<file path="config.mk">
export PLATFORM = sky130hd
export DESIGN_NAME = jpeg_quant_pipe
export DESIGN_NICKNAME = d
export VERILOG_FILES = /design/src/rtl/jpeg_quant_pkg.sv /design/src/rtl/jpeg_quant_lane.sv /design/src/rtl/jpeg_quant_pipe.sv
export SDC_FILE = /design/constraint.sdc
export NUM_CORES = 2
export LEC_CHECK = 0
export BUFFER_PORTS_ARGS = -buffer_cell sky130_fd_sc_hd__buf_4
export CAP_MARGIN = 20
export CELL_PAD_IN_SITES_DETAIL_PLACEMENT = 1
export CELL_PAD_IN_SITES_GLOBAL_PLACEMENT = 2
export CORE_AREA = 2 2 364 366
export CTS_BUF_LIST = sky130_fd_sc_hd__clkbuf_8
export DETAILED_ROUTE_END_ITERATION = 6
export DIE_AREA = 0 0 366 368
export MAX_ROUTING_LAYER = met4
export PLACE_DENSITY_LB_ADDON = 0.1
export SLEW_MARGIN = 20
export SYNTH_ARGS = -nofsm -noshare
export SYNTH_HDL_FRONTEND = slang
export SYNTH_HIERARCHICAL = 1
export SYNTH_SLANG_ARGS = --single-unit
</file>
<file path="constraint.sdc">
create_clock -name clk_i -period 10.6 [get_ports clk_i]
set_clock_uncertainty 0.1 [all_clocks]
set_input_delay 0.53 -clock clk_i [delete_from_list [all_inputs] [get_ports clk_i]]
set_output_delay 0.53 -clock clk_i [all_outputs]
set_load 0.03 [all_outputs]
</file>
<file path="src/rtl/jpeg_quant_pkg.sv">
// jpeg_quant_pkg
// Shared defaults and the per-lane round/saturate helper for the JPEG
// quantizer pipeline. No ports; imported by jpeg_quant_lane and
// jpeg_quant_pipe.
package jpeg_quant_pkg;

  localparam int LANES_DEF = 2;
  localparam int DW_DEF    = 16;
  localparam int RW_DEF    = 16;
  localparam int SHIFT_DEF = 17;
  localparam int OW_DEF    = 16;
  localparam int DEPTH_DEF = 64;

  // Rounds an unsigned magnitude product half away from zero, clamps it to
  // the symmetric range of an ow-bit signed value and applies the sign.
  // Working width is fixed at 64 bits so any lane geometry with
  // DW+RW < 64 fits; callers truncate the result to their output width.
  function automatic logic [63:0] round_sat(input logic [63:0] prod,
                                            input logic        neg,
                                            input int          shift,
                                            input int          ow);
    logic [63:0] q;
    logic [63:0] qmax;
    q    = (prod + (64'd1 << (shift - 1))) >> shift;
    qmax = (64'd1 << (ow - 1)) - 64'd1;
    if (q > qmax) q = qmax;
    return neg ? (~q + 64'd1) : q;
  endfunction

endpackage

</file>
<file path="src/rtl/jpeg_quant_lane.sv">
// jpeg_quant_lane
// One quantizer lane: stage 1 registers |x|*rec and the sign of x, stage 2
// registers the rounded, signed, saturated quotient. Both stages advance
// only when en_i is high.
// Ports:
//   clk_i, rst_i  clock, asynchronous active-high reset
//   en_i          pipeline advance enable
//   x_i           signed coefficient (DW)
//   rec_i         unsigned reciprocal (RW)
//   q_o           signed quantized result (OW), registered
module jpeg_quant_lane
  import jpeg_quant_pkg::*;
#(
  parameter int DW    = DW_DEF,
  parameter int RW    = RW_DEF,
  parameter int SHIFT = SHIFT_DEF,
  parameter int OW    = OW_DEF
) (
  input  logic          clk_i,
  input  logic          rst_i,
  input  logic          en_i,
  input  logic [DW-1:0] x_i,
  input  logic [RW-1:0] rec_i,
  output logic [OW-1:0] q_o
);

  logic [DW-1:0]    w_mag;
  logic [DW+RW-1:0] w_prod;
  logic [DW+RW-1:0] r_prod;
  logic             r_neg;
  logic [OW-1:0]    r_q;

  // Two's-complement negate treated as unsigned, so the most negative
  // input yields magnitude 2^(DW-1) rather than overflowing.
  assign w_mag  = x_i[DW-1] ? (~x_i + DW'(1)) : x_i;
  assign w_prod = (DW+RW)'(w_mag) * (DW+RW)'(rec_i);

  always_ff @(posedge clk_i or posedge rst_i) begin
    if (rst_i) begin
      r_prod <= '0;
      r_neg  <= 1'b0;
      r_q    <= '0;
    end else if (en_i) begin
      r_prod <= w_prod;
      r_neg  <= x_i[DW-1];
      r_q    <= OW'(round_sat(64'(r_prod), r_neg, SHIFT, OW));
    end
  end

  assign q_o = r_q;

endmodule

</file>
<file path="src/rtl/jpeg_quant_pipe.sv">
// jpeg_quant_pipe
// Multi-lane JPEG quantizer: multiplies each coefficient by a per-position
// reciprocal taken from a writable table, rounds, saturates and emits the
// result two cycles after the input handshake. A single enable stalls the
// whole pipeline when the output is held.
// Ports:
//   clk_i, rst_i              clock, asynchronous active-high reset
//   in_valid_i/in_ready_o     input beat handshake
//   in_data_i                 LANES x DW coefficients, lane 0 in the MSBs
//   blk_clr_i                 restart block position at beat 0
//   tab_we_i/addr_i/data_i    reciprocal table write port (per beat)
//   out_valid_o/out_ready_i   output beat handshake
//   out_data_o                LANES x OW quantized values, lane 0 in MSBs
//   out_last_o                final beat of a block
module jpeg_quant_pipe
  import jpeg_quant_pkg::*;
#(
  parameter  int LANES = LANES_DEF,
  parameter  int DW    = DW_DEF,
  parameter  int RW    = RW_DEF,
  parameter  int SHIFT = SHIFT_DEF,
  parameter  int OW    = OW_DEF,
  parameter  int DEPTH = DEPTH_DEF,
  localparam int NBEAT = DEPTH / LANES,
  localparam int IW    = (NBEAT > 1) ? $clog2(NBEAT) : 1
) (
  input  logic                clk_i,
  input  logic                rst_i,
  input  logic                in_valid_i,
  output logic                in_ready_o,
  input  logic [LANES*DW-1:0] in_data_i,
  input  logic                blk_clr_i,
  input  logic                tab_we_i,
  input  logic [IW-1:0]       tab_addr_i,
  input  logic [LANES*RW-1:0] tab_data_i,
  output logic                out_valid_o,
  input  logic                out_ready_i,
  output logic [LANES*OW-1:0] out_data_o,
  output logic                out_last_o
);

  logic [LANES*RW-1:0] r_tab [NBEAT];
  logic [IW-1:0]       r_idx;
  logic [IW-1:0]       w_idx_use;
  logic [IW-1:0]       w_idx_next;
  logic [LANES*RW-1:0] w_rec;
  logic                w_en;
  logic                w_hs;
  logic                w_last_in;
  logic                r_v1;
  logic                r_l1;
  logic                r_v2;
  logic                r_l2;

  assign w_en       = !r_v2 || out_ready_i;
  assign w_hs       = in_valid_i && w_en;
  assign in_ready_o = w_en;

  // A clear arriving with a beat applies to that beat, so the position
  // used this cycle is forced to 0 combinationally.
  assign w_idx_use  = blk_clr_i ? '0 : r_idx;
  assign w_last_in  = (w_idx_use == IW'(NBEAT - 1));
  assign w_idx_next = w_last_in ? '0 : (w_idx_use + IW'(1));

  // Asynchronous read of the registered table: a write in the same cycle
  // lands at the edge, so the current beat still sees the old word.
  assign w_rec = r_tab[w_idx_use];

  always_ff @(posedge clk_i) begin
    if (tab_we_i) r_tab[tab_addr_i] <= tab_data_i;
  end

  always_ff @(posedge clk_i or posedge rst_i) begin
    if (rst_i) begin
      r_idx <= '0;
    end else if (w_hs) begin
      r_idx <= w_idx_next;
    end else if (blk_clr_i) begin
      r_idx <= '0;
    end
  end

  always_ff @(posedge clk_i or posedge rst_i) begin
    if (rst_i) begin
      r_v1 <= 1'b0;
      r_l1 <= 1'b0;
      r_v2 <= 1'b0;
      r_l2 <= 1'b0;
    end else if (w_en) begin
      r_v1 <= w_hs;
      r_l1 <= w_hs && w_last_in;
      r_v2 <= r_v1;
      r_l2 <= r_v1 && r_l1;
    end
  end

  assign out_valid_o = r_v2;
  assign out_last_o  = r_l2;

  for (genvar l = 0; l < LANES; l++) begin : g_lane
    jpeg_quant_lane #(
      .DW   (DW),
      .RW   (RW),
      .SHIFT(SHIFT),
      .OW   (OW)
    ) u_lane (
      .clk_i(clk_i),
      .rst_i(rst_i),
      .en_i (w_en),
      .x_i  (in_data_i[(LANES-1-l)*DW +: DW]),
      .rec_i(w_rec[(LANES-1-l)*RW +: RW]),
      .q_o  (out_data_o[(LANES-1-l)*OW +: OW])
    );
  end

endmodule

</file>
# ---- Word level (Yosys, flattened, before mapping)
# Memory sizes are Yosys's and may differ from the RTL's.
# Cells that the tools add are included.
dict set report totals {
  output_inout_bits 35
  mem_count 1
  ram_bits 1024
  register_bits 107
  wordCells 46
}
# name depth width rd rd_clocked_by_memory_dff write_ports line_no
set memory_table {}
lappend memory_table {r_tab 32 32 1 0 1 jpeg_quant_pipe.sv:42} ;# logic [LANES*RW-1:0] r_tab [NBEAT];
dict set report op_classes {
  mul 2
  magnitude_cmp 2
  bitwise 4
  n_eq_ne 1
  reduce_logical 5
  addsub 7
  muxes 13
}
# cell count
set ops {}
lappend ops {{two-way mux 16 bit} 8}
lappend ops {{> comparator 47 x 15 -> 1 bit (second input constant)} 2}
lappend ops {{adder 32 x 17 -> 33 bit (second input constant)} 2}
lappend ops {{adder 16 x 1 -> 16 bit (second input constant)} 4}
lappend ops {{multiplier 16 x 16 -> 32 bit} 2}
lappend ops {{inverter 16 bit} 4}
lappend ops {{two-way mux 5 bit} 3}
lappend ops {{adder 5 x 1 -> 5 bit (second input constant)} 1}
lappend ops {{equality test 5 bit (second input constant)} 1}
lappend ops {{logical AND 1 bit} 3}
lappend ops {{two-way mux 1 bit} 2}
lappend ops {{logical NOT 1 bit} 1}
lappend ops {{logical OR 1 bit} 1}

# ---- Logic depth before layout (Yosys ltp)
dict set report depth {
  ltp_word 7
  ltp_mapped 33
}

# ---- Hierarchy
# Netlist, hierarchy kept.
# mod cells_per_inst area_per_inst_um2 instances seq_area_each_um2
set by_module_without_submodules {}
lappend by_module_without_submodules {jpeg_quant_pipe 2307 40361.2 1 30974.7}
lappend by_module_without_submodules {{jpeg_quant_lane at g_lane[0].u_lane} 1168 10402.5 1 825.8}
lappend by_module_without_submodules {{jpeg_quant_lane at g_lane[1].u_lane} 1158 10318.6 1 825.8}

# ---- Least setup slack after synthesis
# OpenSTA, ideal clock, no wires.
dict set report synth_path {
  path_type {input-to-reg}
  from {input blk_clr_i}
  to {register g_lane[0].u_lane.r_prod[25]}
  path_stages 27
  path_slack_ns 3.054
  t_arrival_ns 7.321
  setup_ns 0.125
  path_cell_list {nor3b_4 buf_2 a221o_1 a21oi_1 or3_1 a32oi_1 clkbuf_1 nand2_1 fa_1 inv_1 fa_1 inv_1 fa_1 inv_1 fa_1 fa_1 inv_1 fa_1 inv_1 ha_1 and3_1 a221oi_1 o211ai_1 a31oi_1 o21ai_1 xor2_1 mux2_2}
}
dict set report synth_between {
  elab_chain_cells 3
}
# element line_no
set synth_rtl {}
lappend synth_rtl {{from (decl)} jpeg_quant_pipe.sv:32} ;# input logic blk_clr_i,
lappend synth_rtl {{two-way mux 5 bit} -}
lappend synth_rtl {{memory (32 x 32 bit)} -}
lappend synth_rtl {{via w_rec[25]} jpeg_quant_pipe.sv:46} ;# logic [LANES*RW-1:0] w_rec;
lappend synth_rtl {{multiplier 16 x 16 -> 32 bit} jpeg_quant_lane.sv:36} ;# assign w_prod = (DW+RW)'(w_mag) * (DW+RW)'(rec_i);
lappend synth_rtl {{to (signal assigned)} jpeg_quant_lane.sv:44} ;# r_prod <= w_prod;
lappend synth_rtl {{to (decl)} jpeg_quant_lane.sv:29} ;# logic [DW+RW-1:0] r_prod;
# The timed path passes the listed nets, and every way through them passes these cells.
# A chain may end at the register's enable or synchronous reset.

# ---- Final worst setup path
dict set report layout_path {
  from {register r_idx[0]}
  to {register g_lane[0].u_lane.r_prod[27]}
}
dict set report layout_between {
  elab_chain_cells 3
}
# element line_no
set layout_rtl {}
lappend layout_rtl {{from (decl)} jpeg_quant_pipe.sv:43} ;# logic [IW-1:0] r_idx;
lappend layout_rtl {{from (signal assigned)} jpeg_quant_pipe.sv:77} ;# r_idx <= w_idx_next;
lappend layout_rtl {{two-way mux 5 bit} -}
lappend layout_rtl {{memory (32 x 32 bit)} -}
lappend layout_rtl {{via w_rec[26]} jpeg_quant_pipe.sv:46}
lappend layout_rtl {{multiplier 16 x 16 -> 32 bit} jpeg_quant_lane.sv:36}
# The timed path passes the listed nets, and every way through them passes these cells.

==> flow_summary_export.csv <==
group,metric,value,unit
run_status,status,"finished clean",
pwr,ir_drop,0.422,mV
synth,synth_commonest_cells,"edfxtp_1, inv_1, nand2_1",
floorplan,fp-row-count,133,
route,firstDrtPassIters,6,
timing,fin_setup_tns,0,ns
setup_path,reg2reg_depth,25,
synth,netlist_instances,4633,
route,post-route-drc-count,0,
synth,synthesis.nets,5304,
global_route,overflow,0,
cts,cts_root_buffer,"clkbuf_8",
synth,yosysWarnings,6,
place,io_buffers,109,
setup_path,crit_type,"flip-flop to flip-flop",
synth,syn_area_per_cell,13.2,µm²
setup_path,critPathRequiredTime,11.23,ns
synth,syn_area,61100,µm²
floorplan,start_util,46.7,%
setup_path,r2r-end,"g_lane[0].u_lane/r_prod[27]$_DFFE_PP0P_",
route,drt_iter0_drc,2974,
setup_path,worstPathMaxFanout,52,
floorplan,io_pins,110,
layout,drive_above_1_share,14.1,%
cts,clk_path_buf_depth,3,
synth,async_reset_ff_share,6.82,%
route,avgRoutedWirePerCell,25.7,µm
timing,slew-limit-headroom,24.3,%
synth,synth_top_cell_by_area,"edfxtp_1",
cts,clock_latency,0.91,ns
floorplan,die_h,368,µm
global_route,grt_first_pass_wirelength,263000,µm
pwr,p_leak,26.0,nW
setup_path,cp.arrival,9.83,ns
synth,yosysTopAreaCellShare,50.3,%
global_route,first_global_vias,41189,
setup_path,critPathLaunchType,"flip-flop",
route,vias,38219,
timing,fin_ws,1.41,ns
layout,seq_area,32600,µm²
timing,setup_violations,0,
synth,synth-seq-cells,1099,
cts,cts_tree,"yes",
timing,tightest_slew,1.13,ns
timing,rsz0062_at_grt,"no",
place,place_ws,1.44,ns
layout,nets,5521,
route,avgViaCountPerCell,5.66,
synth,synth_ff_type,"edfxtp_1",
place,place_hpwl,109000,µm
pwr,power,20.1,mW
timing,finalHoldViolCount,0,
cts,numCtsBuffers,181,
layout,area_growth,11.3,%
setup_path,endpoint_kind,"flip-flop",
setup_path,r2r_start,"r_idx[0]$_DFF_PP0_",
synth,synth.most_common_cell,"edfxtp_1",
cts,htree_levels,4,
hold_path,hold_path_class,"input pin to async pin",
place,globalplace.congestion,0.794,
route,wirelength,174000,µm
timing,fmax,109,MHz
route,antenna_left,0,
cts,clk_pin_slew,0.06,ns
synth,synth_edf_count,1024,
floorplan,die_x,366,µm
synth,synthDistinctLibCells,88,
global_route,grt_max_degree,116,
floorplan,die_area,135000,µm²
timing,fin_crit,9.19,ns
floorplan,coreArea,131000,µm²
global_route,grtUsageTotal,26.8,%
cts,cts.sinks,1099,
cts,ctsResizeCount,0,
run,drv_cap,0,
pwr,power-per-cell-area,296,nW/µm²
synth,synth_area_leaders,"edfxtp_1, fa_1, ha_1",
synth,yosysSeqAreaShare,53.4,%
layout,multiInputGateArea,25900,µm²
layout,fillCellCount,13185,
timing,final_max_slew_viol_count,0,
timing,fin_crit_sh,86.7,%
global_route,antenna_found_initial,9,
setup_path,rrSetupSlack,1.41,ns
[routing by layer]
metal  track usage, %  wire length [µm]
met4             7.37              4220
met3             4.69              9880
met2             43.8             84700
met1             34.6             75000
met5                -                 0
[critical path, cell delays in order (launching register included)]
cell and delay (ns):
dfrtp_4 0.96, buf_4 0.77, nand2_1 0.22, buf_4 0.28, o221ai_1 0.22, a21oi_1 0.12
a32oi_1 0.84, nand2_1 0.16, fa_1 0.54, inv_1 0.05, fa_1 0.46, fa_1 0.52
fa_1 0.52, fa_1 0.56, inv_1 0.06, fa_1 0.52, inv_1 0.04, ha_1 0.37
and4_1 0.25, o2111ai_1 0.13, a21oi_1 0.17, a21oi_1 0.10, a211o_1 0.35, o31ai_2 0.30
xor2_1 0.10, mux2_2 0.26
[cell usage in the layout (no fill, tap or decap), types with 10 or more instances in the layout]
| cell type | synthesis | routed |
|---|---|---|
| a211oi_1 | 25 | 25 |
| a21boi_0 | 25 | 25 |
| a21o_1 | 14 | 14 |
| a21oi_1 | 217 | 217 |
| a221o_1 | 56 | 56 |
| a221oi_1 | 22 | 22 |
| a22oi_1 | 126 | 126 |
| a31oi_1 | 22 | 22 |
| a32oi_1 | 24 | 24 |
| and2_1 | 242 | 242 |
| and3_1 | 10 | 10 |
| buf_4 | 26 | 234 |
| clkbuf_8 | 0 | 188 |
| clkinv_1 | 1 | 36 |
| dfrtp_1 | 75 | 72 |
| diode_2 | 0 | 10 |
| dlygate4sd3_1 | 0 | 39 |
| edfxtp_1 | 1024 | 1024 |
| fa_1 | 386 | 386 |
| ha_1 | 210 | 210 |
| inv_1 | 462 | 535 |
| mux2_2 | 138 | 138 |
| mux2i_1 | 195 | 195 |
| mux4_2 | 20 | 20 |
| nand2_1 | 429 | 429 |
| nand2b_1 | 17 | 13 |
| nand3_1 | 81 | 81 |
| nand4_1 | 17 | 17 |
| nor2_1 | 86 | 53 |
| nor2_4 | 2 | 36 |
| nor2b_1 | 35 | 33 |
| nor3_1 | 23 | 23 |
| o211ai_1 | 10 | 10 |
| o21ai_0 | 95 | 95 |
| o21ai_1 | 24 | 24 |
| o221ai_1 | 25 | 25 |
| o31ai_1 | 15 | 15 |
| or3_1 | 32 | 32 |
| xnor2_1 | 65 | 56 |
| xor2_1 | 33 | 33 |
[worst max-delay path by stage]
stage	cells after the start	to	from	slack (ns)
2_1_floorplan	27	g_lane[0].u_lane/r_prod[25]$_DFFE_PP0P_	blk_clr_i	3.05
3_3_place_gp	25	g_lane[1].u_lane/r_prod[30]$_DFFE_PP0P_	r_idx[0]$_DFF_PP0_	1.61
3_5_place_dp	25	g_lane[1].u_lane/r_prod[30]$_DFFE_PP0P_	r_idx[0]$_DFF_PP0_	1.44
4_1_cts	25	g_lane[1].u_lane/r_prod[30]$_DFFE_PP0P_	r_idx[0]$_DFF_PP0_	1.40
5_1_grt	24	g_lane[0].u_lane/r_prod[30]$_DFFE_PP0P_	r_idx[0]$_DFF_PP0_	0.95
6_report	25	g_lane[0].u_lane/r_prod[27]$_DFFE_PP0P_	r_idx[0]$_DFF_PP0_	1.41
[flip-flops by register name (all words and copies together) (netlist names)]
signal / count
out_last_o: 1
out_valid_o: 1
r_v1: 1
r_idx: 5
r_l1: 1
g_lane.u_lane/q_o: 32
g_lane.u_lane/r_neg: 2
g_lane.u_lane/r_prod: 32
r_tab: 1024
[logic make-up (layout without fill, tap and decap cells)]
logic type	count (synthesis)	in the layout	synth area share [%]
xor gates and xnor gates	98	98	1.41
DFF	1099	1099	53.4
adders and majority gates	596	596	17.0
and+or+nand+nor	1029	1029	8.46
buffers and inverters	707	1060	4.83
muxes	356	356	6.55
AOI/OAI and AO/OA	748	748	8.39
other	0	10	0
[per-stage QoR]
| step | cell area, µm² | std cells | hold WS, ns | utilization, % |
|---|---|---|---|---|
| floorplan | 61100 | 4633 | 0.258 | - |
| global placement | 64300 | 6383 | 0.362 | 49.2 |
| detailed placement | 64300 | 6383 | 0.370 | 49.2 |
| CTS | 68000 | 6741 | 0.140 | 52.0 |
| global route | 68000 | 6748 | 0.239 | 52.0 |
| finish | 68000 | 6751 | 0.244 | 52.0 |
[repair_timing]
action,4_1_cts,5_1_grt
setup endpoints to repair,0,0
hold buffers,39,0
hold endpoints to repair,1107,0
setup buffers,0,0
[final cells by class]
class | count | share of cell area, %
Antenna cell | 10 | 0.0368
Clock buffer | 188 | 3.80
Clock inverter | 131 | 0.999
Inverter | 463 | 2.56
Multi-Input combinational cell | 2827 | 38.1
Sequential cell | 1099 | 48.0
Tap cell | 1755 | 3.23
Timing Repair Buffer | 278 | 3.30
[power breakdown]
group          switching, mW  internal (mW)
Combinational           6.46           5.05
Sequential             0.168           5.01
Clock                   1.74           1.68
Power figures use the tool's default switching activity.
